<file path="config.mk">
export PLATFORM = sky130hd
export DESIGN_NAME = dcache_ctrl
export DESIGN_NICKNAME = d
export VERILOG_FILES = /design/src/rtl/dcache_ctrl.sv
export SDC_FILE = /design/constraint.sdc
export NUM_CORES = 1
export LEC_CHECK = 0
export ABC_CLOCK_PERIOD_IN_PS = 2300
export CAP_MARGIN = 40
export CORE_MARGIN = 2
export CORE_UTILIZATION = 41
export CTS_CLUSTER_SIZE = 12
export DETAILED_ROUTE_END_ITERATION = 12
export PLACE_DENSITY = 0.76
export SYNTH_ARGS = -nofsm -noshare
export SYNTH_HDL_FRONTEND = slang
export SYNTH_SLANG_ARGS = --single-unit
</file>
<file path="constraint.sdc">
create_clock -name clk -period 2.3 [get_ports clk]
set_input_delay 0.46 -clock clk [delete_from_list [all_inputs] [get_ports clk]]
set_output_delay 0.46 -clock clk [all_outputs]
set_load 0.01 [all_outputs]
</file>
<file path="src/rtl/dcache_ctrl.sv">
// Data-cache controller on the CPU data-memory port: serves load hits from the cache,
// refills on load misses, and writes stores through to data_mem without allocating.
module dcache_ctrl #(
  parameter int MEM_LAT = 2,
  parameter int AW      = 8,
  parameter int DW      = 16
) (
  input  logic          clk,
  input  logic          reset,
  input  logic          req,
  input  logic          we,
  input  logic [AW-1:0] addr,
  input  logic [DW-1:0] wdata,
  output logic          ack,
  output logic [DW-1:0] rdata,
  output logic          busy,
  output logic [AW-1:0] mem_addr,
  output logic          mem_we,
  output logic [DW-1:0] mem_wdata,
  input  logic [DW-1:0] mem_rdata,
  input  logic          cache_hit,
  input  logic [DW-1:0] cache_rdata,
  output logic          cache_we,
  output logic [DW-1:0] cache_wdata,
  output logic [15:0]   hit_count,
  output logic [15:0]   miss_count
);

  typedef enum logic [2:0] {
    ST_IDLE   = 3'd0,
    ST_MEM_RD = 3'd1,
    ST_FILL   = 3'd2,
    ST_MEM_WR = 3'd3,
    ST_DONE   = 3'd4
  } state_t;

  localparam logic [3:0] LAT_C = 4'(MEM_LAT);

  function automatic logic [15:0] sat_inc(input logic [15:0] v);
    if (v == 16'hFFFF) begin
      sat_inc = 16'hFFFF;
    end else begin
      sat_inc = v + 16'd1;
    end
  endfunction

  state_t        state_r, state_nxt_s;
  logic [3:0]    cnt_r, cnt_nxt_s;
  logic          ack_r, ack_nxt_s;
  logic          busy_r;
  logic          mem_we_r, mem_we_nxt_s;
  logic          cache_we_r, cache_we_nxt_s;
  logic [DW-1:0] rdata_r, rdata_nxt_s;
  logic [AW-1:0] mem_addr_r, mem_addr_nxt_s;
  logic [DW-1:0] mem_wdata_r, mem_wdata_nxt_s;
  logic [DW-1:0] cache_wdata_r, cache_wdata_nxt_s;
  logic [15:0]   hit_cnt_r, hit_nxt_s;
  logic [15:0]   miss_cnt_r, miss_nxt_s;

  // Next-state and next-output logic; every output is a flop fed from here.
  always_comb begin
    state_nxt_s       = state_r;
    cnt_nxt_s         = cnt_r;
    ack_nxt_s         = 1'b0;
    mem_we_nxt_s      = 1'b0;
    cache_we_nxt_s    = 1'b0;
    rdata_nxt_s       = rdata_r;
    mem_addr_nxt_s    = mem_addr_r;
    mem_wdata_nxt_s   = mem_wdata_r;
    cache_wdata_nxt_s = cache_wdata_r;
    hit_nxt_s         = hit_cnt_r;
    miss_nxt_s        = miss_cnt_r;
    case (state_r)
      ST_IDLE: begin
        if (req) begin
          mem_addr_nxt_s = addr;
          if (we) begin
            state_nxt_s     = ST_MEM_WR;
            cnt_nxt_s       = LAT_C;
            mem_we_nxt_s    = 1'b1;
            mem_wdata_nxt_s = wdata;
            // Update-in-place only when the line is already resident.
            if (cache_hit) begin
              cache_we_nxt_s    = 1'b1;
              cache_wdata_nxt_s = wdata;
            end else begin
              cache_we_nxt_s = 1'b0;
            end
          end else if (cache_hit) begin
            state_nxt_s = ST_DONE;
            ack_nxt_s   = 1'b1;
            rdata_nxt_s = cache_rdata;
            hit_nxt_s   = sat_inc(hit_cnt_r);
          end else begin
            state_nxt_s = ST_MEM_RD;
            cnt_nxt_s   = LAT_C;
          end
        end else begin
          state_nxt_s = ST_IDLE;
        end
      end
      ST_MEM_RD: begin
        if (cnt_r == 4'd1) begin
          state_nxt_s       = ST_FILL;
          cnt_nxt_s         = 4'd0;
          rdata_nxt_s       = mem_rdata;
          cache_we_nxt_s    = 1'b1;
          cache_wdata_nxt_s = mem_rdata;
          miss_nxt_s        = sat_inc(miss_cnt_r);
        end else begin
          cnt_nxt_s = cnt_r - 4'd1;
        end
      end
      ST_FILL: begin
        state_nxt_s = ST_DONE;
        ack_nxt_s   = 1'b1;
      end
      ST_MEM_WR: begin
        if (cnt_r == 4'd1) begin
          state_nxt_s = ST_DONE;
          cnt_nxt_s   = 4'd0;
          ack_nxt_s   = 1'b1;
        end else begin
          cnt_nxt_s = cnt_r - 4'd1;
        end
      end
      ST_DONE: begin
        state_nxt_s = ST_IDLE;
      end
      default: begin
        state_nxt_s = ST_IDLE;
        cnt_nxt_s   = 4'd0;
      end
    endcase
  end

  // State and output registers; reset aborts any transaction in flight.
  always_ff @(posedge clk or negedge reset) begin
    if (!reset) begin
      state_r       <= ST_IDLE;
      cnt_r         <= 4'd0;
      ack_r         <= 1'b0;
      busy_r        <= 1'b0;
      mem_we_r      <= 1'b0;
      cache_we_r    <= 1'b0;
      rdata_r       <= '0;
      mem_addr_r    <= '0;
      mem_wdata_r   <= '0;
      cache_wdata_r <= '0;
      hit_cnt_r     <= 16'd0;
      miss_cnt_r    <= 16'd0;
    end else begin
      state_r       <= state_nxt_s;
      cnt_r         <= cnt_nxt_s;
      ack_r         <= ack_nxt_s;
      busy_r        <= (state_nxt_s != ST_IDLE);
      mem_we_r      <= mem_we_nxt_s;
      cache_we_r    <= cache_we_nxt_s;
      rdata_r       <= rdata_nxt_s;
      mem_addr_r    <= mem_addr_nxt_s;
      mem_wdata_r   <= mem_wdata_nxt_s;
      cache_wdata_r <= cache_wdata_nxt_s;
      hit_cnt_r     <= hit_nxt_s;
      miss_cnt_r    <= miss_nxt_s;
    end
  end

  assign ack         = ack_r;
  assign busy        = busy_r;
  assign rdata       = rdata_r;
  assign mem_addr    = mem_addr_r;
  assign mem_we      = mem_we_r;
  assign mem_wdata   = mem_wdata_r;
  assign cache_we    = cache_we_r;
  assign cache_wdata = cache_wdata_r;
  assign hit_count   = hit_cnt_r;
  assign miss_count  = miss_cnt_r;

endmodule

</file>
==> out/qor.csv <==
stage,metric,value,unit
yosys,yosys.area_share.simple,21.9,%
critical_path,critPathLaunchType,primary input,
yosys,post_synth_num_cell_types,47,
yosys,synth_xor_area_share,2.12,%
timing,max_freq,0.451,GHz
detailed_routing,drt-initial-drc-count,240,
pwr,power.density,1130,nW/um^2
yosys,synth_nets,525,
yosys,ys_seq_area_share,54.5,%
critical_path,worst-endpoint-required,2600,ps
yosys,yosys-top-cells-area,"dfrtp_1, nand2_1, mux2_2, a21oi_1, a21o_1",
cts,clk_path_buf_depth,2,
critical_path,worst-r2r-cell-count,5,
critical_path,r2r_setup_slack,110,ps
timing,tightest_slew,779,ps
outcome,status,finished clean,
yosys,async_flop_share,100,%
timing,period_share,96.4,%
cts,htreeDepth,3,
floorplan,coreArea,10800,sq um
finish,nets,694,
critical_path,r2r_end,hit_count[6]$_DFFE_PN0P_,
detailed_routing,post_drt_wl_per_cell,16.2,um
detailed_routing,via_count,4148,
finish,seq_area,2480,sq um
yosys,syn_inst,460,
critical_path,end_kind,register,
timing,rsz0062_at_grt,false,
cts,root_buffer,clkbuf_8,
grt,antenna_found_initial,0,
yosys,ys_warn_count,0,
cts,cts_buffers,9,
floorplan,rows,38,
finish,finish.instance_area,6630,sq um
floorplan,chipWidth,109,um
finish,diodes,0,
finish,fill_cells,926,
yosys,syn_avg_cell_area,9.88,sq um
grt,grt_pass1_vias,4144,
detailed_routing,wl,12500,um
placed_design,dp_hpwl,9460,um
finish,multiInputGateArea,1960,sq um
yosys,yosysTopAreaCell,dfrtp_1,
placed_design,dpl_cell_area,6400,sq um
detailed_routing,antenna_left,0,
grt,track_usage,21.7,%
cts,path_clk_slew,90,ps
critical_path,cp.arrival,2520,ps
min_path,holdCritPathClass,in -> async,
detailed_routing,via_per_inst,5.36,
detailed_routing,drc_errors,0,
critical_path,path_max_fanout,4,
grt,gr-total-overflow,0,
yosys,synth.area.mux_share,5.65,%
placed_design,portBuffers,152,
critical_path,crit-reg2reg-launch,hit_count[5]$_DFFE_PN0P_,
critical_path,critPathKind,in -> reg,
timing,slew_viol_final,0,
timing,worst_clock_skew,10.1,ps
yosys,yosys.area_share.adder,1.10,%
cts,tritoncts,built,
finish,fin_util,61.1,%
pwr,p_leak,2.98,nW
floorplan,start_util,41.9,%
yosys,synth_seq_cells,99,
grt,grt_max_degree,45,
pwr,vdd_drop_max,0.557,mV
yosys,synth_compound_area_share,11.7,%
yosys,synth-main-ff-cell,dfrtp_1,
timing,setup_viol,0,
detailed_routing,first_pass_iters,4,
grt,grt_pass1_wl,20100,um
timing,period_needed,2220,ps
finish,syn_to_final_growth,45.8,%
cts,cts_sinks,99,
floorplan,chipHeight,109,um
yosys,synth_common_cells,"nand2_1, dfrtp_1, nor2_1",
yosys,synth_top_family_by_area,simple AND/OR/NAND/NOR gates,
floorplan,die_area,11900,sq um
timing,final-hold-violation-count,0,
floorplan,io_pins,153,
yosys,synth_top_cell_area_share,54.5,%
cts,cts_hold_buf,0,
cts,clk-insertion-delay-late,360,ps
finish,drive_above_1_share,12.3,%
timing,relSlewSlack,47.6,%
yosys,syn-cell-area,4540,sq um
placed_design,place.gp.congestion,0.919,
yosys,synth_edf_count,0,
job,maxCapViolations,0,
yosys,synth_most_common_cell,nand2_1,
## placed cells by master (no fill, tap or decap), drive strengths merged, types with 9 or more instances in the layout
cell / n
clkdlybuf4s50: 151
nand2: 100
dfrtp: 99
nor2: 28
buf: 28
a21oi: 26
mux2: 21
nand3: 20
a31oi: 17
a21o: 17
nor4: 15
clkbuf: 12
inv: 11
xnor2: 9
## per-layer routing
metal / global-route usage [%] / up-vias / part of all wire, %
met3: 4.42 / 23 / 7.6
met1: 27.0 / 2004 / 40
li1: - / 1958 / -
met5: 0 / - / 0
met2: 36.6 / 163 / 50
met4: 9.49 / 0 / 2.0
## worst max-delay path by stage
stage / to / slack (ps) / cells after the start / startpoint
6_report: hit_count[15]$_DFFE_PN0P_ / 80 / 5 / req
4_1_cts: miss_count[15]$_DFFE_PN0P_ / 20 / 6 / cnt_r[1]$_DFFE_PN0P_
3_5_place_dp: hit_count[15]$_DFFE_PN0P_ / -280 / 5 / req
3_3_place_gp: hit_count[15]$_DFFE_PN0P_ / -250 / 5 / req
5_1_grt: hit_count[14]$_DFFE_PN0P_ / 20 / 7 / req
2_1_floorplan: miss_count[15]$_DFFE_PN0P_ / 30 / 7 / cnt_r[1]$_DFFE_PN0P_
## what timing repair did
item	in CTS	in global routing
gates resized for setup	0	2
setup buffers	0	0
endpoints found under the setup margin	0	1
## cell type report
cell class	instances	share of cell area (%)
Tap cell	140	2.64
Sequential cell	99	37.4
Inverter	11	0.623
Clock buffer	12	2.49
Clock inverter	4	0.718
Timing Repair Buffer	179	26.6
Multi-Input combinational cell	329	29.6
## power by group
part           switching, W  leakage [nW]  internal (W)
clock network      0.000581         0.108      0.000589
logic               0.00164          1.64       0.00186
registers          0.000423          1.24       0.00236
## worst max-delay path, cell delays in order
cell and delay [ps]:
clkdlybuf4s50_1 500, or4b_4 470, or4_4 560, or4_1 430, nand3_1 100
## cells by family (layout without fill, tap and decap cells)
family / count (synthesis) / after routing
fa+ha+maj: 4 / 4
compound gates: 83 / 83
xor+xnor: 11 / 11
simple gates: 208 / 208
flops: 99 / 99
mux: 23 / 23
buf+inv: 32 / 206
## per-stage QoR
step | setup TNS (ps) | setup WS [ps] | hold slack (ps) | total power [W] | std cells
finish | 0 | 83.3 | 67.3 | 0.00746 | 774
global route | 0 | 17.1 | 93.4 | 0.00797 | 774
CTS | 0 | 18.0 | 70.5 | 0.00754 | 774
detailed placement | -1930 | -277 | 465 | 0.00635 | 758
global placement | -1440 | -251 | 459 | 0.00624 | 758
floorplan | 0 | 28.1 | 164 | 0.00444 | 460
## registers in the layout, summed over array words and instances (netlist names)
name	count
mem_wdata	16
cache_wdata	16
state_r	3
busy	1
miss_count	16
mem_we	1
hit_count	16
cache_we	1
rdata	16
cnt_r	4
mem_addr	8
ack	1
(Power assumes the default switching activity.)
